--- src/rtl/keypad_scanner.sv ---
`default_nettype none
// keypad_scanner: scans a 4x4 active-low matrix keypad one row per tick and
// reports a single debounced held key as a level-valid {row,col} code.
module keypad_scanner #(
  parameter int SCAN_DIV       = 50000,
  parameter int DEBOUNCE_TICKS = 20
) (
  input  logic       clk,
  input  logic       reset_n,
  input  logic [3:0] col_in,
  output logic [3:0] row_out,
  output logic       key_valid,
  output logic [3:0] key_code
);

  localparam int DIV_W = $clog2(SCAN_DIV);
  localparam int CNT_W = $clog2(DEBOUNCE_TICKS + 1);
  localparam logic [DIV_W-1:0] DIV_LAST = DIV_W'(SCAN_DIV - 1);
  localparam logic [CNT_W-1:0] CNT_DONE = CNT_W'(DEBOUNCE_TICKS);

  typedef enum logic [1:0] {
    SCAN     = 2'd0,
    PRESS_DB = 2'd1,
    HELD     = 2'd2
  } state_t;

  state_t             state, state_nx;
  logic [DIV_W-1:0]   div;
  logic [3:0]         col_meta, col_s;
  logic [1:0]         row_idx, row_nx;
  logic [CNT_W-1:0]   cnt, cnt_nx, cnt_inc;
  logic [3:0]         cand_code, cand_nx;
  logic               valid_nx;
  logic [3:0]         code_nx;
  logic               tick;
  logic               any_low;
  logic [1:0]         col_sel;

  assign tick    = (div == DIV_LAST);
  assign any_low = (col_s != 4'hF);
  assign cnt_inc = cnt + CNT_W'(1);

  // Simultaneous keys in one row resolve to the lowest-numbered column.
  always_comb begin
    if (!col_s[0])      col_sel = 2'd0;
    else if (!col_s[1]) col_sel = 2'd1;
    else if (!col_s[2]) col_sel = 2'd2;
    else                col_sel = 2'd3;
  end

  always_ff @(posedge clk) begin
    if (!reset_n) begin
      div       <= '0;
      col_meta  <= 4'hF;
      col_s     <= 4'hF;
      state     <= SCAN;
      row_idx   <= 2'd0;
      row_out   <= 4'b1110;
      cnt       <= '0;
      cand_code <= 4'h0;
      key_valid <= 1'b0;
      key_code  <= 4'h0;
    end else begin
      div       <= tick ? '0 : div + DIV_W'(1);
      col_meta  <= col_in;
      col_s     <= col_meta;
      state     <= state_nx;
      row_idx   <= row_nx;
      row_out   <= ~(4'b0001 << row_nx);
      cnt       <= cnt_nx;
      cand_code <= cand_nx;
      key_valid <= valid_nx;
      key_code  <= code_nx;
    end
  end

  always_comb begin
    state_nx = state;
    row_nx   = row_idx;
    cnt_nx   = cnt;
    cand_nx  = cand_code;
    valid_nx = key_valid;
    code_nx  = key_code;
    if (tick) begin
      case (state)
        SCAN: begin
          if (any_low) begin
            cand_nx  = {row_idx, col_sel};
            cnt_nx   = CNT_W'(1);
            state_nx = PRESS_DB;
          end else begin
            row_nx = row_idx + 2'd1;
          end
        end
        PRESS_DB: begin
          if (any_low && (col_sel == cand_code[1:0])) begin
            if (cnt_inc == CNT_DONE) begin
              state_nx = HELD;
              valid_nx = 1'b1;
              code_nx  = cand_code;
              cnt_nx   = '0;
            end else begin
              cnt_nx = cnt_inc;
            end
          end else begin
            cnt_nx   = '0;
            row_nx   = row_idx + 2'd1;
            state_nx = SCAN;
          end
        end
        HELD: begin
          // Only the held key's column matters; any re-press restarts release debounce.
          if (col_s[cand_code[1:0]]) begin
            if (cnt_inc == CNT_DONE) begin
              valid_nx = 1'b0;
              cnt_nx   = '0;
              row_nx   = row_idx + 2'd1;
              state_nx = SCAN;
            end else begin
              cnt_nx = cnt_inc;
            end
          end else begin
            cnt_nx = '0;
          end
        end
        default: begin
          state_nx = SCAN;
        end
      endcase
    end
  end

endmodule
`default_nettype wire
--- config.mk ---
export PLATFORM = sky130hd
export DESIGN_NAME = keypad_scanner
export DESIGN_NICKNAME = d
export VERILOG_FILES = /design/src/rtl/keypad_scanner.sv
export SDC_FILE = /design/constraint.sdc
export NUM_CORES = 1
export LEC_CHECK = 0
export ABC_AREA = 1
export BUFFER_PORTS_ARGS = -buffer_cell sky130_fd_sc_hd__buf_4
export CAP_MARGIN = 20
export CORE_MARGIN = 2
export CORE_UTILIZATION = 54
export DETAILED_ROUTE_END_ITERATION = 10
export PLACE_DENSITY = 0.76
export SLEW_MARGIN = 0
export SYNTH_ARGS = -nofsm -noshare
export SYNTH_HDL_FRONTEND = slang
export SYNTH_SLANG_ARGS = --single-unit
--- constraint.sdc ---
create_clock -name clk -period 1.3 [get_ports clk]
set_input_delay 0.195 -clock clk [delete_from_list [all_inputs] [get_ports clk]]
set_output_delay 0.195 -clock clk [all_outputs]
set_load 0.005 [all_outputs]
After elaboration in Yosys (flattened, before gate mapping). Cells that the tools add are included.

Register bits after elaboration: 46. Bits of input ports: 6. Output and inout bits: 9. Word-level logic and storage cells: 66.

Add/subtract/negate cells: 3. Magnitude comparators: 1. Equality and inequality tests: 12. Shifts and indexed selects: 1. Multiplexer cells: 27. Bitwise operators: 2. Reduce and logical (&&, ||, !) cells: 10.

Operators with widths (number): 2-bit 2-to-1 mux (12); 5-bit 2-to-1 mux (4); 16-bit by 1-bit adder with 16-bit output, second input constant (1); 16-bit == test, second input constant (1); 5-bit one-hot mux with 3 select lines (1); 2-bit one-hot mux with 3 select lines (2); 2-bit inequality test, second input constant (5); 1-bit 2-to-1 mux (6); 3-bit AND reduction (2); 6-bit AND reduction (1); 5-bit by 1-bit adder with 5-bit output, second input constant (1); 5-bit == test, second input constant (1); 5-bit AND reduction (1); 4-bit inequality test, second input constant (1); 4-bit inverter (1); 4-bit AND reduction (1); 1-bit by 2-bit << shifter with 4-bit output, first input constant (1); 2-bit by 3-bit less-than comparator with 1-bit output, second input constant (1); 3-bit inequality test, second input constant (1); 3-bit nonzero test (1); 2-bit by 1-bit adder with 2-bit output, second input constant (1); 1-bit binary-select mux with 2-bit select (1); 2-bit by 1-bit == test with 1-bit output, second input constant (1); 2-bit == test (1); other kinds (7) (7).

Logic depth before layout (Yosys ltp).
Depth after elaboration: 10. Gate-level depth with buffers: 12. Gate-level depth less buffers: 12.

Least setup slack after synthesis. OpenSTA, ideal clock, no wires.

Kind: register -> register. From: reg cnt[0]. To: reg row_out[0]. Library setup time: 114 ps. Arrival time: 1353 ps. Required time: 1186 ps. Setup slack: -167 ps. Cell stages (with the launch flop): 12. Path buffers: 0. Period minus slack after synthesis: 1467 ps. Cell sequence: dfxtp_1 > ha_1 > nor3b_2 > nand2_2 > nand2_1 > nand2_2 > nor2_1 > nand2_1 > nand2_2 > nand2_2 > nand2_1 > nand2_1.

Longest elaborated chain between the ends: 8.

RTL lines: start, declared (line 31) `logic [CNT_W-1:0] cnt, cnt_nx, cnt_inc;`; start signal, assigned (line 70) `cnt <= cnt_nx;`; 5-bit by 1-bit adder with 5-bit output (line 41) `assign cnt_inc = cnt + CNT_W'(1);`; 5-bit == test (line 114) `if (cnt_inc == CNT_DONE) begin`; 2-bit 2-to-1 mux (line 114); 2-bit 2-to-1 mux (line 113) `if (col_s[cand_code[1:0]]) begin`; 2-bit one-hot mux with 3 select lines (line 85) `case (state)`; 2-bit 2-to-1 mux (line 84) `if (tick) begin`; 1-bit by 2-bit << shifter with 4-bit output (line 69) `row_out <= ~(4'b0001 << row_nx);`; 4-bit inverter (line 69); end signal, assigned (line 69); end, declared (line 11) `output logic [3:0] row_out,`.

No other way between the ends. A chain may end at the register's enable or synchronous reset.

Worst setup path after layout.
From: reg div[0]. To: reg row_out[2].

Longest elaborated chain between the ends: 4.

RTL lines: start, declared (line 28) `logic [DIV_W-1:0] div;`; start signal, assigned (line 64) `div <= tick ? '0 : div + DIV_W'(1);`; 16-bit == test (line 39) `assign tick = (div == DIV_LAST);`; 2-bit 2-to-1 mux (line 84); 1-bit by 2-bit << shifter with 4-bit output (line 69); 4-bit inverter (line 69).

No other way between the ends.

==> metrics.md <==
| Metric | Value |
|---|---|
| Switch Pwr | `0.000579 W` |
| CP Buf/Inv Count | `0` |
| Placeable core region | `4030 sq um` |
| Clk pin slew, worst setup/hold paths | `80 ps` |
| Crit. Startpoint | `div[0]` |
| CTS sink count | `46` |
| Die width | `68.8 um` |
| Final worst path period share | `126%` |
| Final std cells w/o fill | `431` |
| Crit-path max cell delay | `370 ps` |
| Worst Reg-to-Reg Cells | `8` |
| Post-DP HPWL | `3.73 mm` |
| DRC Markers | `0` |
| Yosys reg bits | `46` |
| Unrepaired setup endpoints after global routing | `yes` |
| Slowest cell on crit path | `dfxtp_4` |
| Largest net degree at the start of global routing | `20` |
| Worst Path Arrival | `1820 ps` |
| Maximum VDD drop | `0.584 mV` |
| Final hold vios | `0` |
| GR Overflow Total | `0` |
| I/O Buffers | `14` |
| Violated checks | `setup timing` |
| Min Tclk post-route | `1630 ps` |
| Post-synth top area share | `40.7%` |
| Initial Utilization | `56.2%` |
| Routability cong. | `0.894` |
| Mean Syn Cell Area | `7.52 sq um` |
| Area growth syn-to-layout | `43.0%` |
| Critical Path Start Type | `flip-flop` |
| Iter 0 DRT Violations | `99` |
| Setup CP Type | `reg2reg` |
| Reg2reg setup slack | `-330 ps` |
| Switching share of power | `21.7%` |
| CTS tree | `built` |
| WL final | `5.71 mm` |
| Clk buf depth | `2` |
| Slew Viols, Final | `0` |
| Clock latency at the later pin of the worst-skew pair | `300 ps` |
| Layout Nets | `392` |
| Cell family with most CP delay | `simple AND/OR/NAND/NOR gates` |
| Hold slack | `80.4 ps` |
| Fin Clk Skew | `5.71 ps` |
| Ant diodes | `0` |
| Int Power | `0.00209 W` |
| Max-cap violations | `0` |
| Gate power share | `6.7%` |
| Register area share after synthesis | `40.7%` |
| DP Cell Count | `410` |
| Seq pwr share | `54.1%` |
| Drt via density | `5.13` |
| Hold EP | `col_meta[2]` |
| Yosys synthesis warning count | `0` |
| Measured slew at the worst slew-check pin | `298 ps` |
| Rows | `23` |
| Root Driver | `clkbuf_8` |
| Routed WL per cell | `13.2 um` |
| Synth top area cells | `dfxtp_1 41%, nand2_1 9.4%, inv_1 6.0%, nand3_1 5.1%, nor2_1 5.0%` |
| Die height | `68.8 um` |
| Finish-stage setup viols | `38` |
| Vias | `2211` |
| Hold buffers post-CTS | `0` |
| Worst slew margin | `79.9%` |
| Layout cell share with drive strength beyond 1 | `44.4%` |
| Worst Setup End Kind | `flip-flop` |
| First-pass DRT Iterations | `4` |
| Leakage | `1.43 nW` |
| First-pass GRT wire length | `8.31 mm` |
| Post-Synthesis Cells | `301` |
| Routed Antenna Nets | `0` |
| All-layer global routing usage | `23.9%` |
| Setup ws final | `-332 ps` |
| Worst path cell trace | `ha_4 -> nand3_4 -> nor2_4 -> nand4_1 -> o21bai_1 -> nand2_1 -> nand2_4 -> nand3_2` |
| Die area | `4730 sq um` |
| Fmax | `0.613 GHz` |
| R2R Path Start | `div[0]` |
| Initial antenna violation count | `0` |
| IO Count | `15` |
| Fillers | `265` |
| H-tree levels | `2` |
| Yosys cell types | `32` |
| Number of global-route vias before repair | `1965` |
| Hold Startpoint | `col_in[2]` |
| Cell taking the most area after synthesis | `dfxtp_1` |
| CP required | `1490 ps` |
| Synth Net Count | `313` |
| Reg-to-Reg End | `row_out[2]` |
| Pwr Density | `824 nW/um^2` |
| Post-Syn Area | `2260 sq um` |
| HP Class | `in2reg` |
| Status | `complete, but fails checks` |
| Clock share of power | `39.2%` |
| Critical Path Fanout Max | `5` |
| Worst Hold Depth | `2` |
| Total CTS buffers | `5` |
synthesized netlist by cell type (all sizes together):
| cell | number |
|---|---|
| nand3 | 30 |
| xor2 | 4 |
| nand2 | 66 |
| clkbuf | 1 |
| inv | 39 |
| nand4 | 6 |
| buf | 3 |
| dfxtp | 46 |
| o21ai | 12 |
| xnor2 | 2 |
| nor3 | 6 |
| and3 | 1 |
| nor2 | 39 |
| nor3b | 4 |
| o21bai | 2 |
| o211ai | 1 |
| a31oi | 3 |
| a21oi | 19 |
| or2 | 9 |
| nand3b | 2 |
| ha | 6 |
stage by stage:
step	total power, W	cell area [sq um]	TNS, ps	setup WS (ps)	util, %
floorplan	0.00157	2350	-1700	-112	-
global placement	0.00163	2860	-4870	-198	71.0
detailed placement	0.00164	2860	-6650	-276	71.0
CTS	0.00268	3070	-5070	-212	76.1
global route	0.00275	3240	-9440	-394	80.4
finish	0.00267	3240	-6610	-332	80.4
flip-flops by register name, indices dropped and copies added (netlist names):
register,cells
div,16
row_idx,2
key_code,4
col_s,4
key_valid,1
col_meta,4
row_out,4
state,2
cnt,5
cand_code,4
placed cells by master (no fill, tap or decap), types with 2 or more instances in the layout:
master and instances:
nor2_4 10, buf_4 74, o21ai_0 7, nand2_2 15, buf_6 2, nand2_1 47, nor2_1 26, nand3_4 3
o21ai_1 4, clkbuf_8 5, o21bai_1 2, nand4_1 5, dfxtp_2 7, nor3_2 2, a21oi_1 14, inv_1 34
nand3_2 10, xor2_1 4, nand2_4 4, a31oi_1 3, ha_2 3, nor2_2 3, clkbuf_1 2, nor3_1 3
nand3b_1 2, nand3_1 17, xnor2_1 2, ha_4 2, dfxtp_1 38, a21oi_2 5, or2_2 9, nor3b_2 2
inv_2 5
cell type report:
| class | instances | area (sq um) | area share, % |
|---|---|---|---|
| Clock buffer | 7 | 76.3 | 2.36 |
| Tap cell | 50 | 62.6 | 1.93 |
| Sequential cell | 46 | 933 | 28.8 |
| Timing Repair Buffer | 76 | 578 | 17.8 |
| Inverter | 39 | 146 | 4.52 |
| Clock inverter | 1 | 30.0 | 0.927 |
| Multi-Input combinational cell | 212 | 1410 | 43.6 |
per-layer routing:
| layer | vias to the layer above | global-route usage [%] | wire, um |
|---|---|---|---|
| li1 | 1126 | - | - |
| met1 | 1033 | 25.9 | 2370 |
| met2 | 42 | 46.4 | 3040 |
| met3 | 10 | 4.87 | 192 |
| met4 | 0 | 6.62 | 96 |
| met5 | - | 0 | 0 |
worst register-to-register path: cells and delay by family, from the launching register on:
| kind | cells | cell delay (ps) |
|---|---|---|
| simple gates | 6 | 800 |
| compound gates | 1 | 200 |
| flops | 1 | 370 |
| fa+ha+maj | 1 | 150 |
power groups by stage:
| stage | Combinational (W) | Sequential (W) | Clock [W] |
|---|---|---|---|
| 6_report | 0.000179 | 0.00144 | 0.00105 |
| 5_1_grt | 0.000196 | 0.00145 | 0.00110 |
| 4_1_cts | 0.000166 | 0.00144 | 0.00107 |
| 3_5_place_dp | 0.000161 | 0.00148 | 0 |
| 3_3_place_gp | 0.000156 | 0.00148 | 0 |
| 2_1_floorplan | 0.0000951 | 0.00147 | 0 |
how the worst max path moves through the flow:
stage,endpoint,cells after the start
floorplan,row_out[0],11
global placement,key_valid,8
detailed placement,row_out[0],10
CTS,row_out[0],11
global route,row_out[1],8
finish,row_out[2],8
cell families (layout without fill, tap and decap cells):
group | after synthesis | count (layout) | synth area share (%)
compound gates | 37 | 37 | 9.06
flops | 46 | 46 | 40.7
simple gates | 163 | 163 | 37.1
xor+xnor | 6 | 6 | 2.32
buf+inv | 43 | 123 | 7.51
fa+ha+maj | 6 | 6 | 3.31
timing repair:
action,4_1_cts,5_1_grt
setup endpoints to repair,38,38
pin swaps,12,19
buffers inserted,5,8
resized for setup,15,34
(Power assumes the default switching activity.)
